**src/rtl/decode_stage_pkg.sv**
```systemverilog
// Shared decode definitions for the ID/EX stage: opcodes, funct codes, ALU
// codes, immediate-extension modes and the registered control bundle.
package decode_stage_pkg;

  localparam int unsigned INSTR_W = 32;
  localparam int unsigned REG_W   = 5;
  localparam int unsigned ALU_W   = 3;

  localparam logic [5:0] OP_RTYPE = 6'b000000;
  localparam logic [5:0] OP_LW    = 6'b100011;
  localparam logic [5:0] OP_SW    = 6'b101011;
  localparam logic [5:0] OP_BEQ   = 6'b000100;
  localparam logic [5:0] OP_ADDIU = 6'b001001;
  localparam logic [5:0] OP_ORI   = 6'b001101;
  localparam logic [5:0] OP_LUI   = 6'b001111;
  localparam logic [5:0] OP_J     = 6'b000010;
  localparam logic [5:0] OP_JAL   = 6'b000011;

  localparam logic [5:0] FN_ADDU = 6'b100001;
  localparam logic [5:0] FN_SUBU = 6'b100011;
  localparam logic [5:0] FN_AND  = 6'b100100;
  localparam logic [5:0] FN_OR   = 6'b100101;
  localparam logic [5:0] FN_SLTU = 6'b101011;

  localparam logic [ALU_W-1:0] ALU_ADD  = 3'b010;
  localparam logic [ALU_W-1:0] ALU_SUB  = 3'b110;
  localparam logic [ALU_W-1:0] ALU_AND  = 3'b000;
  localparam logic [ALU_W-1:0] ALU_OR   = 3'b001;
  localparam logic [ALU_W-1:0] ALU_SLTU = 3'b111;

  localparam logic [REG_W-1:0] REG_RA = 5'd31;

  typedef enum logic [1:0] {
    IMM_SIGN = 2'd0,
    IMM_ZERO = 2'd1,
    IMM_LUI  = 2'd2
  } imm_mode_e;

  typedef struct packed {
    logic             memtoreg;
    logic             memwrite;
    logic             isbranch;
    logic             alusrcbimm;
    logic             regwrite;
    logic             dojump;
    logic             link;
    logic             illegal;
    logic [REG_W-1:0] destreg;
    logic [REG_W-1:0] rs;
    logic [REG_W-1:0] rt;
    logic [ALU_W-1:0] alucontrol;
    logic [31:0]      imm;
    logic [25:0]      jtarget;
  } bundle_t;

endpackage

```
**src/rtl/decode_stage_decode_comb.sv**
```systemverilog
// Purely combinational instruction decoder: instruction word to control
// bundle, plus which source registers the instruction actually reads.
module decode_comb
  import decode_stage_pkg::*;
(
  input  logic [INSTR_W-1:0] instr,
  output bundle_t            bundle,
  output logic               uses_rs,
  output logic               uses_rt
);

  logic [5:0] op;
  logic [5:0] funct;
  imm_mode_e  mode;

  assign op    = instr[31:26];
  assign funct = instr[5:0];

  always_comb begin
    bundle            = '0;
    bundle.rs         = instr[25:21];
    bundle.rt         = instr[20:16];
    bundle.jtarget    = instr[25:0];
    bundle.destreg    = instr[20:16];
    bundle.alucontrol = ALU_ADD;
    mode              = IMM_SIGN;
    uses_rs           = 1'b1;
    uses_rt           = 1'b0;

    case (op)
      OP_RTYPE: begin
        uses_rt         = 1'b1;
        bundle.destreg  = instr[15:11];
        bundle.regwrite = 1'b1;
        case (funct)
          FN_ADDU: bundle.alucontrol = ALU_ADD;
          FN_SUBU: bundle.alucontrol = ALU_SUB;
          FN_AND:  bundle.alucontrol = ALU_AND;
          FN_OR:   bundle.alucontrol = ALU_OR;
          FN_SLTU: bundle.alucontrol = ALU_SLTU;
          default: bundle.illegal    = 1'b1;
        endcase
      end
      OP_LW: begin
        bundle.alusrcbimm = 1'b1;
        bundle.regwrite   = 1'b1;
        bundle.memtoreg   = 1'b1;
      end
      OP_SW: begin
        uses_rt           = 1'b1;
        bundle.alusrcbimm = 1'b1;
        bundle.memwrite   = 1'b1;
      end
      OP_BEQ: begin
        uses_rt           = 1'b1;
        bundle.isbranch   = 1'b1;
        bundle.alucontrol = ALU_SUB;
      end
      OP_ADDIU: begin
        bundle.alusrcbimm = 1'b1;
        bundle.regwrite   = 1'b1;
      end
      OP_ORI: begin
        bundle.alusrcbimm = 1'b1;
        bundle.regwrite   = 1'b1;
        bundle.alucontrol = ALU_OR;
        mode              = IMM_ZERO;
      end
      OP_LUI: begin
        // rs is architecturally $0, so or-ing the shifted immediate loads it
        uses_rs           = 1'b0;
        bundle.alusrcbimm = 1'b1;
        bundle.regwrite   = 1'b1;
        bundle.alucontrol = ALU_OR;
        mode              = IMM_LUI;
      end
      OP_J: begin
        uses_rs        = 1'b0;
        bundle.dojump  = 1'b1;
        bundle.destreg = '0;
      end
      OP_JAL: begin
        uses_rs         = 1'b0;
        bundle.dojump   = 1'b1;
        bundle.regwrite = 1'b1;
        bundle.link     = 1'b1;
        bundle.destreg  = REG_RA;
      end
      default: bundle.illegal = 1'b1;
    endcase

    // An undecodable instruction must never change architectural state
    if (bundle.illegal) begin
      bundle.regwrite = 1'b0;
      bundle.memwrite = 1'b0;
      bundle.isbranch = 1'b0;
      bundle.dojump   = 1'b0;
    end

    case (mode)
      IMM_ZERO: bundle.imm = {16'h0000, instr[15:0]};
      IMM_LUI:  bundle.imm = {instr[15:0], 16'h0000};
      default:  bundle.imm = {{16{instr[15]}}, instr[15:0]};
    endcase
  end

endmodule

```
**src/rtl/decode_stage.sv**
```systemverilog
// ID/EX pipeline stage: registered decode bundle with valid/ready handshake,
// load-use stalling, flush and a saturating stall counter.
module decode_stage
  import decode_stage_pkg::*;
#(
  parameter int unsigned PC_W      = 32,
  parameter int unsigned ALUCTRL_W = 3,
  parameter bit          HAZARD_EN = 1'b1,
  parameter int unsigned CNT_W     = 16
) (
  input  logic                 clk,
  input  logic                 reset,
  input  logic                 if_valid,
  input  logic [INSTR_W-1:0]   if_instr,
  input  logic [PC_W-1:0]      if_pc,
  output logic                 if_ready,
  input  logic                 flush,
  input  logic                 ex_ready,
  output logic                 ex_valid,
  output logic                 ex_memtoreg,
  output logic                 ex_memwrite,
  output logic                 ex_isbranch,
  output logic                 ex_alusrcbimm,
  output logic                 ex_regwrite,
  output logic                 ex_dojump,
  output logic                 ex_link,
  output logic [REG_W-1:0]     ex_destreg,
  output logic [REG_W-1:0]     ex_rs,
  output logic [REG_W-1:0]     ex_rt,
  output logic [31:0]          ex_imm,
  output logic [25:0]          ex_jtarget,
  output logic [PC_W-1:0]      ex_pc,
  output logic [ALUCTRL_W-1:0] ex_alucontrol,
  output logic                 ex_illegal,
  output logic [CNT_W-1:0]     stall_count
);

  bundle_t              dec;
  logic                 uses_rs;
  logic                 uses_rt;

  bundle_t              bundle_q, bundle_d;
  logic                 valid_q, valid_d;
  logic [PC_W-1:0]      pc_q, pc_d;
  logic [CNT_W-1:0]     cnt_q, cnt_d;

  logic                 adv;
  logic                 hit;
  logic                 hz;

  decode_comb u_decode_comb (
    .instr   (if_instr),
    .bundle  (dec),
    .uses_rs (uses_rs),
    .uses_rt (uses_rt)
  );

  assign adv = ~valid_q | ex_ready;

  // Load in EX whose destination is read by the instruction now in ID
  assign hit = (uses_rs && (bundle_q.destreg == dec.rs)) ||
               (uses_rt && (bundle_q.destreg == dec.rt));
  assign hz  = HAZARD_EN && valid_q && bundle_q.memtoreg && if_valid &&
               (bundle_q.destreg != '0) && hit;

  // While reset is held the stage simply mirrors downstream readiness
  assign if_ready = reset ? ex_ready : ((adv & ~hz) | flush);

  always_comb begin
    bundle_d = bundle_q;
    valid_d  = valid_q;
    pc_d     = pc_q;
    cnt_d    = cnt_q;
    if (flush) begin
      if (adv) begin
        bundle_d = '0;
        valid_d  = 1'b0;
        pc_d     = '0;
      end
    end else if (hz) begin
      if (adv) begin
        bundle_d = '0;
        valid_d  = 1'b0;
        pc_d     = '0;
        if (cnt_q != {CNT_W{1'b1}}) begin
          cnt_d = cnt_q + CNT_W'(1);
        end
      end
    end else if (adv) begin
      if (if_valid) begin
        bundle_d = dec;
        valid_d  = 1'b1;
        pc_d     = if_pc;
      end else begin
        bundle_d = '0;
        valid_d  = 1'b0;
        pc_d     = '0;
      end
    end
  end

  always_ff @(posedge clk or posedge reset) begin
    if (reset) begin
      bundle_q <= '0;
      valid_q  <= 1'b0;
      pc_q     <= '0;
      cnt_q    <= '0;
    end else begin
      bundle_q <= bundle_d;
      valid_q  <= valid_d;
      pc_q     <= pc_d;
      cnt_q    <= cnt_d;
    end
  end

  assign ex_valid      = valid_q;
  assign ex_memtoreg   = bundle_q.memtoreg;
  assign ex_memwrite   = bundle_q.memwrite;
  assign ex_isbranch   = bundle_q.isbranch;
  assign ex_alusrcbimm = bundle_q.alusrcbimm;
  assign ex_regwrite   = bundle_q.regwrite;
  assign ex_dojump     = bundle_q.dojump;
  assign ex_link       = bundle_q.link;
  assign ex_destreg    = bundle_q.destreg;
  assign ex_rs         = bundle_q.rs;
  assign ex_rt         = bundle_q.rt;
  assign ex_imm        = bundle_q.imm;
  assign ex_jtarget    = bundle_q.jtarget;
  assign ex_pc         = pc_q;
  assign ex_alucontrol = ALUCTRL_W'(bundle_q.alucontrol);
  assign ex_illegal    = bundle_q.illegal;
  assign stall_count   = cnt_q;

endmodule
```
**config.mk**
```make
export PLATFORM = sky130hd
export DESIGN_NAME = decode_stage
export DESIGN_NICKNAME = d
export VERILOG_FILES = /design/src/rtl/decode_stage_pkg.sv /design/src/rtl/decode_stage_decode_comb.sv /design/src/rtl/decode_stage.sv
export SDC_FILE = /design/constraint.sdc
export NUM_CORES = 1
export LEC_CHECK = 0
export BUFFER_PORTS_ARGS = -buffer_cell sky130_fd_sc_hd__buf_2
export CORE_AREA = 2 2 117 119
export CTS_CLUSTER_DIAMETER = 30
export DETAILED_ROUTE_END_ITERATION = 8
export DIE_AREA = 0 0 119 121
export PLACE_DENSITY = 0.78
export SLEW_MARGIN = 20
export SYNTH_ARGS = -nofsm -noshare
export SYNTH_HDL_FRONTEND = slang
export SYNTH_SLANG_ARGS = --single-unit
```
**constraint.sdc**
```tcl
create_clock -name clk -period 3.5 [get_ports clk]
set_input_delay 0.175 -clock clk [delete_from_list [all_inputs] [get_ports clk]]
set_output_delay 0.175 -clock clk [all_outputs]
set_load 0.03 [all_outputs]
```
==> metrics.yaml, run 1 <==
ir_drop_mv: 0.298
worst_pin_slew_ns: 0.990
rrSetupSlack_ns: 0.76
rows: 42
finalCritPeriodShare: 0.783
slew_headroom: 0.340
hold_viol_final: 36
syn-num-nets: 561
final_common_cell: "buf_2"
post-route-min-period_ns: 2.74
synthDistinctLibCells: 46
final_cells: 902
net-switching-power_mw: 1.04
wl_per_cell_um: 18.6
hp-class: "primary input to asynchronous set/reset pin"
cts_buffers: 17
whs_ns: -0.0273
crit_path_cell_trace: "xor2_1 -> nor3_1 -> nand3_1 -> o22ai_4 -> or3_2 -> o21ai_0"
criticalPathCategory: "register to register"
syn2layout_area_growth_pct: 34.6
fill_cells: 1048
seq_area_frac_synth: 0.575
dr.pass1.iters: 5
end_kind: "register"
final_nets: 786
cts_sinks: 133
slowest_stage: "or3_2"
crit_required_ns: 3.75
p_int_mw: 2.95
grt_pass1_wl_um: 26200
synth_top_family_by_area: "compound AO/OA/AOI/OAI gates"
fmax_ghz: 0.365
leakage_nw: 4.02
die_w_um: 119
avgSynthCellArea_um2: 11.9
synthSimpleGateAreaFrac: 0.104
grt_pass1_vias: 4973
synthCells: 488
final_cell_mix: "buf_2 (202), dfrtp_1 (133), a22o_1 (63), nand2_1 (45), dlygate4sd3_1 (33)"
dp.cells: 837
drt_iter0_markers: 463
worstPathArrival_ns: 2.99
clock_path_buffers: 2
grt_max_degree: 134
dieHeight_um: 121
switching_share: 0.262
status: "finished with violations"
r2r-start: "ex_destreg[0]$_DFFE_PP0P_"
clkPwrFrac: 0.448
synth-xor-area-share: 0.0378
die-area_um2: 14400
yosysTopAreaCellShare: 0.575
via_count: 4943
synth_area_um2: 5790
drc: 0
final.setup_skew_ns: 0.00453
grt_use_total: 0.236
synthAdderAreaFrac: 0.00865
ys_ff_latch: 133
cap_violations: 0
seqCellArea_um2: 3330
maxSlewViolCount: 0
cp_max_fo: 35
cts-htree-levels: 4
max_stage_delay_ns: 0.88
clk_latency_ns: 0.41
violations: "hold timing"
cts_tree: "built"
initial_utilization: 0.442
rsz0062_at_grt: "no"
synth_area_leaders: "dfrtp_1 (58%), a22o_1 (9.5%), o21ai_2 (4.5%), xnor2_1 (3.3%), a32o_1 (3.1%)"
synth.area.mux_share: 0.00562
ys_async_sr_fraction: 1.00
seqPwrFrac: 0.414
yosysTopAreaCell: "dfrtp_1"
pre_cts_ws_ns: 0.659
finalPower_mw: 3.99
grt-ovfl-total: 0
core_um2: 13100
vias_per_cell: 5.48
yosys_warnings: 0
io_buffers: 202
n_antenna_cell: 0
cts-root-buf: "clkbuf_16"
tns_ns: 0
cts_resized: 0
ios: 203
multi_input_area_um2: 2190
final_util: 0.595
clk_pin_slew_ns: 0.06
power_density_nw_per_um2: 512
synth-main-ff-cell: "dfrtp_1"
post-route-worst-setup-slack_ns: 0.759
setup_violations: 0
antenna_found_initial: 0
synth_edf_count: 0
place_congestion: 0.896
p_comb_frac: 0.138
dp_hpwl_um: 11300
wl_um: 16700
synth_compound_area_frac: 0.220
critPathLaunch: "ex_destreg[0]$_DFFE_PP0P_"
drive_gt1_frac: 0.387
route.antenna.remaining_nets: 0
startpoint_type: "register"
==> flip-flops by register name, summed over array words and instances, names as in the netlist, 3 cells and up <==
register and flops:
ex_alucontrol 3, stall_count 16, ex_imm 32, ex_jtarget 26
ex_rs 5, ex_pc 32, ex_rt 5, ex_destreg 5
==> metrics by stage <==
| step | hold WS, ns | area [um2] |
|---|---|---|
| 2_1_floorplan | 0.271 | 5790 |
| 3_3_place_gp | 0.394 | 6870 |
| 3_5_place_dp | 0.397 | 6870 |
| 4_1_cts | 0.000430 | 7780 |
| 5_1_grt | 0.00529 | 7790 |
| 6_report | -0.0273 | 7790 |
==> timing repair <==
item	CTS	global route
hold buffers	32	1
endpoints found under the hold margin	32	1
buffers inserted	0	0
==> worst paths after layout <==
kind,cells past startpoint,to
setup / recovery,6,ex_imm[28]$_DFFE_PP0P_
hold / removal,3,ex_jtarget[21]$_DFFE_PP0P_
setup reg to reg,6,ex_imm[28]$_DFFE_PP0P_
hold reg to reg,2,ex_imm[30]$_DFFE_PP0P_
max in group asynchronous,3,ex_alusrcbimm$_DFFE_PP0P_
min in group clk,2,ex_jtarget[10]$_DFFE_PP0P_
==> power by group through the flow <==
| stage | registers (mW) | clock network [mW] | logic, mW |
|---|---|---|---|
| floorplan | 1.82 | 0 | 0.202 |
| global placement | 1.67 | 0 | 0.510 |
| detailed placement | 1.68 | 0 | 0.521 |
| CTS | 1.65 | 1.82 | 0.550 |
| global route | 1.66 | 1.90 | 0.588 |
| finish | 1.65 | 1.79 | 0.550 |
==> Yosys cell counts (12+ instances only) <==
cell,n
xnor2_1,22
inv_1,13
nand2_1,45
dfrtp_1,133
o21ai_0,19
o21ai_2,30
nor2_1,12
a21oi_1,19
clkbuf_1,20
buf_6,12
a22o_1,63
a32o_1,18
nand3_1,16
==> critical path, delay by kind of cell, from the launching register on <==
kind	cells	cell delay, ns
simple gates	3	1.21
flops	1	0.44
compound gates	2	0.71
xor+xnor	1	0.19
==> routing by layer <==
metal	vias up	part of all wire	global-route usage
li1	2249	-	-
met1	2418	0.41	0.295
met2	234	0.50	0.387
met3	42	0.058	0.0606
met4	0	0.027	0.102
met5	-	0	0
==> cells by family after synthesis <==
kind of cell               Yosys count
AOI/OAI and AO/OA                  159
xor gates and xnor gates            25
adders and majority gates            4
buffers and inverters               49
DFF                                133
muxes                                3
and+or+nand+nor                    115
==> area by class of cell <==
| cell class | instances | share of cell area |
|---|---|---|
| flip-flops and latches | 133 | 0.427 |
| multi-input cells | 306 | 0.281 |
| repair buffers | 242 | 0.181 |
| clock buffers | 24 | 0.0605 |
| well taps | 176 | 0.0283 |
| clock inverters | 8 | 0.0159 |
| inverters | 13 | 0.00674 |
Power figures use the tool's default switching activity.
==> run 2: changes to the inputs <==
Clock period 3.5 ns to 2.35 ns, I/O delays scaled along.
==> metrics.yaml, run 2 (synthesized netlist as in run 1, its figures left out) <==
clk_latency_ns: 0.42  # about the same
startpoint_type: "register"
crit_required_ns: 2.70  # -1.05 ns
fill_cells: 993  # -5.2%
antenna_found_initial: 0  # unchanged
end_kind: "register"
vias_per_cell: 5.49  # +0.13%
cts_buffers: 17  # unchanged
drc: 0  # unchanged
cts_tree: "built"
power_density_nw_per_um2: 740  # +45%
status: "finished, final reports clean"
hold_viol_final: 0  # -100%
max_stage_delay_ns: 0.96  # +0.08 ns
dr.pass1.iters: 4  # -1
leakage_nw: 4.19  # +4.4%
via_count: 5147  # +4.1%
n_antenna_cell: 0  # unchanged
cap_violations: 0  # unchanged
rsz0062_at_grt: "yes"
final_common_cell: "buf_2"
fmax_ghz: 0.429  # +18%
final_util: 0.622  # +0.0262
route.antenna.remaining_nets: 0  # unchanged
grt_pass1_vias: 5018  # +0.90%
dpl_cell_area_um2: 7030  # +2.4%
seqCellArea_um2: 3330  # unchanged
io_buffers: 202  # unchanged
crit_path_cell_trace: "nor3_1 -> a21oi_1 -> nand4_1 -> o22ai_4 -> nor3_2 -> a32o_1"
hp-class: "primary input to register"
slowest_stage: "nor3_2"
syn2layout_area_growth_pct: 40.5
finalCritPeriodShare: 0.992  # +0.209
final.setup_skew_ns: 0.00626  # +0.00173 ns
worst_pin_slew_ns: 1.17  # +0.176 ns
multi_input_area_um2: 2200  # +0.63%
grt-ovfl-total: 0  # unchanged
fin_area_um2: 8130  # +4.4%
ios: 203  # unchanged
clock_path_buffers: 2  # unchanged
final_nets: 822  # +4.6%
final_cell_mix: "buf_2 (202), dfrtp_1 (133), a22o_1 (63), dlygate4sd3_1 (48), nand2_1 (45)"
grt_use_total: 0.242  # +0.00688
initial_utilization: 0.442  # unchanged
dp_hpwl_um: 11500  # +1.8%
cp_max_fo: 14  # -60%
ir_drop_mv: 0.449  # +51%
post-route-min-period_ns: 2.33  # -0.410 ns
grt_pass1_wl_um: 26900  # +2.7%
core_um2: 13100  # unchanged
maxSlewViolCount: 0  # unchanged
die_w_um: 119  # unchanged
clk_pin_slew_ns: 0.06  # about the same
worstPathArrival_ns: 2.68  # -0.31 ns
criticalPathCategory: "register to register"
wl_um: 17400  # +4.2%
dieHeight_um: 121  # unchanged
grt_max_degree: 127  # -5.2%
cts-root-buf: "clkbuf_16"
slew_headroom: 0.218  # -0.122
setup_violations: 0  # unchanged
rows: 42  # unchanged
drt_iter0_markers: 413  # -11%
drive_gt1_frac: 0.400  # +0.0132
place_congestion: 0.920  # +2.7%
cts_sinks: 133  # unchanged
wl_per_cell_um: 18.6  # +0.15%
die-area_um2: 14400  # unchanged
cts-htree-levels: 4  # unchanged
run 2: per-stage QoR:
stage | power, mW | hold WS, ns | setup TNS (ns) | setup slack [ns] | cells
2_1_floorplan | 3.01 | 0.214 | -0.851 | -0.851 | 488
3_3_place_gp | 3.28 | 0.0667 | 0 | 0.0102 | 857
3_5_place_dp | 3.30 | 0.0717 | -4.82 | -0.119 | 857
4_1_cts | 6.05 | 0.0109 | 0 | 0.00352 | 938
5_1_grt | 6.23 | 0.00837 | -0.0890 | -0.0331 | 938
6_report | 6.02 | 0.00816 | 0 | 0.0190 | 938
run 2: what timing repair did:
item | in CTS | in global routing
resized for setup | 1 | 1
setup buffers | 0 | 0
pin swaps | 1 | 2
setup endpoints to repair | 55 | 79
gates cloned | 1 | 0
endpoints found under the hold margin | 63 | 0
hold buffers | 48 | 0
run 2: final timing paths:
kind                                            from                           to  slack [ns]  depth (start not counted)
setup / recovery           ex_destreg[4]$_DFFE_PP0P_      ex_isbranch$_DFFE_PP0P_        0.02                          6
hold / removal                          if_instr[24]   ex_jtarget[24]$_DFFE_PP0P_       0.008                          2
setup reg to reg           ex_destreg[4]$_DFFE_PP0P_      ex_isbranch$_DFFE_PP0P_        0.02                          6
hold reg to reg               ex_imm[27]$_DFFE_PP0P_       ex_imm[27]$_DFFE_PP0P_        0.48                          2
max in group asynchronous                      reset    ex_alusrcbimm$_DFFE_PP0P_        1.20                          4
min in group asynchronous                      reset  stall_count[12]$_DFFE_PP0P_        0.21                          3
run 2: cell type report:
class,count,area share
Clock inverter,7,0.0114
Sequential cell,133,0.409
Tap cell,176,0.0271
Multi-Input combinational cell,307,0.271
Inverter,13,0.00646
Clock buffer,25,0.0634
Timing Repair Buffer,277,0.212
run 2: where the power goes:
group	internal (mW)	switching (mW)
Combinational	0.308	0.570
Clock	1.73	0.953
Sequential	2.40	0.0661
Total	4.43	1.59
run 2: critical path: cells and delay by family, from the launching register on:
family             cells  cell delay, ns
and+or+nand+nor        3            1.31
DFF                    1            0.40
AOI/OAI and AO/OA      3            0.54
run 2: per-layer routing:
layer,routed length [um],global-route usage,vias to the layer above
met1,7370,0.317,2544
met4,708,0.134,0
met3,991,0.0512,53
li1,-,-,2312
met2,8370,0.378,238
met5,0,0,-
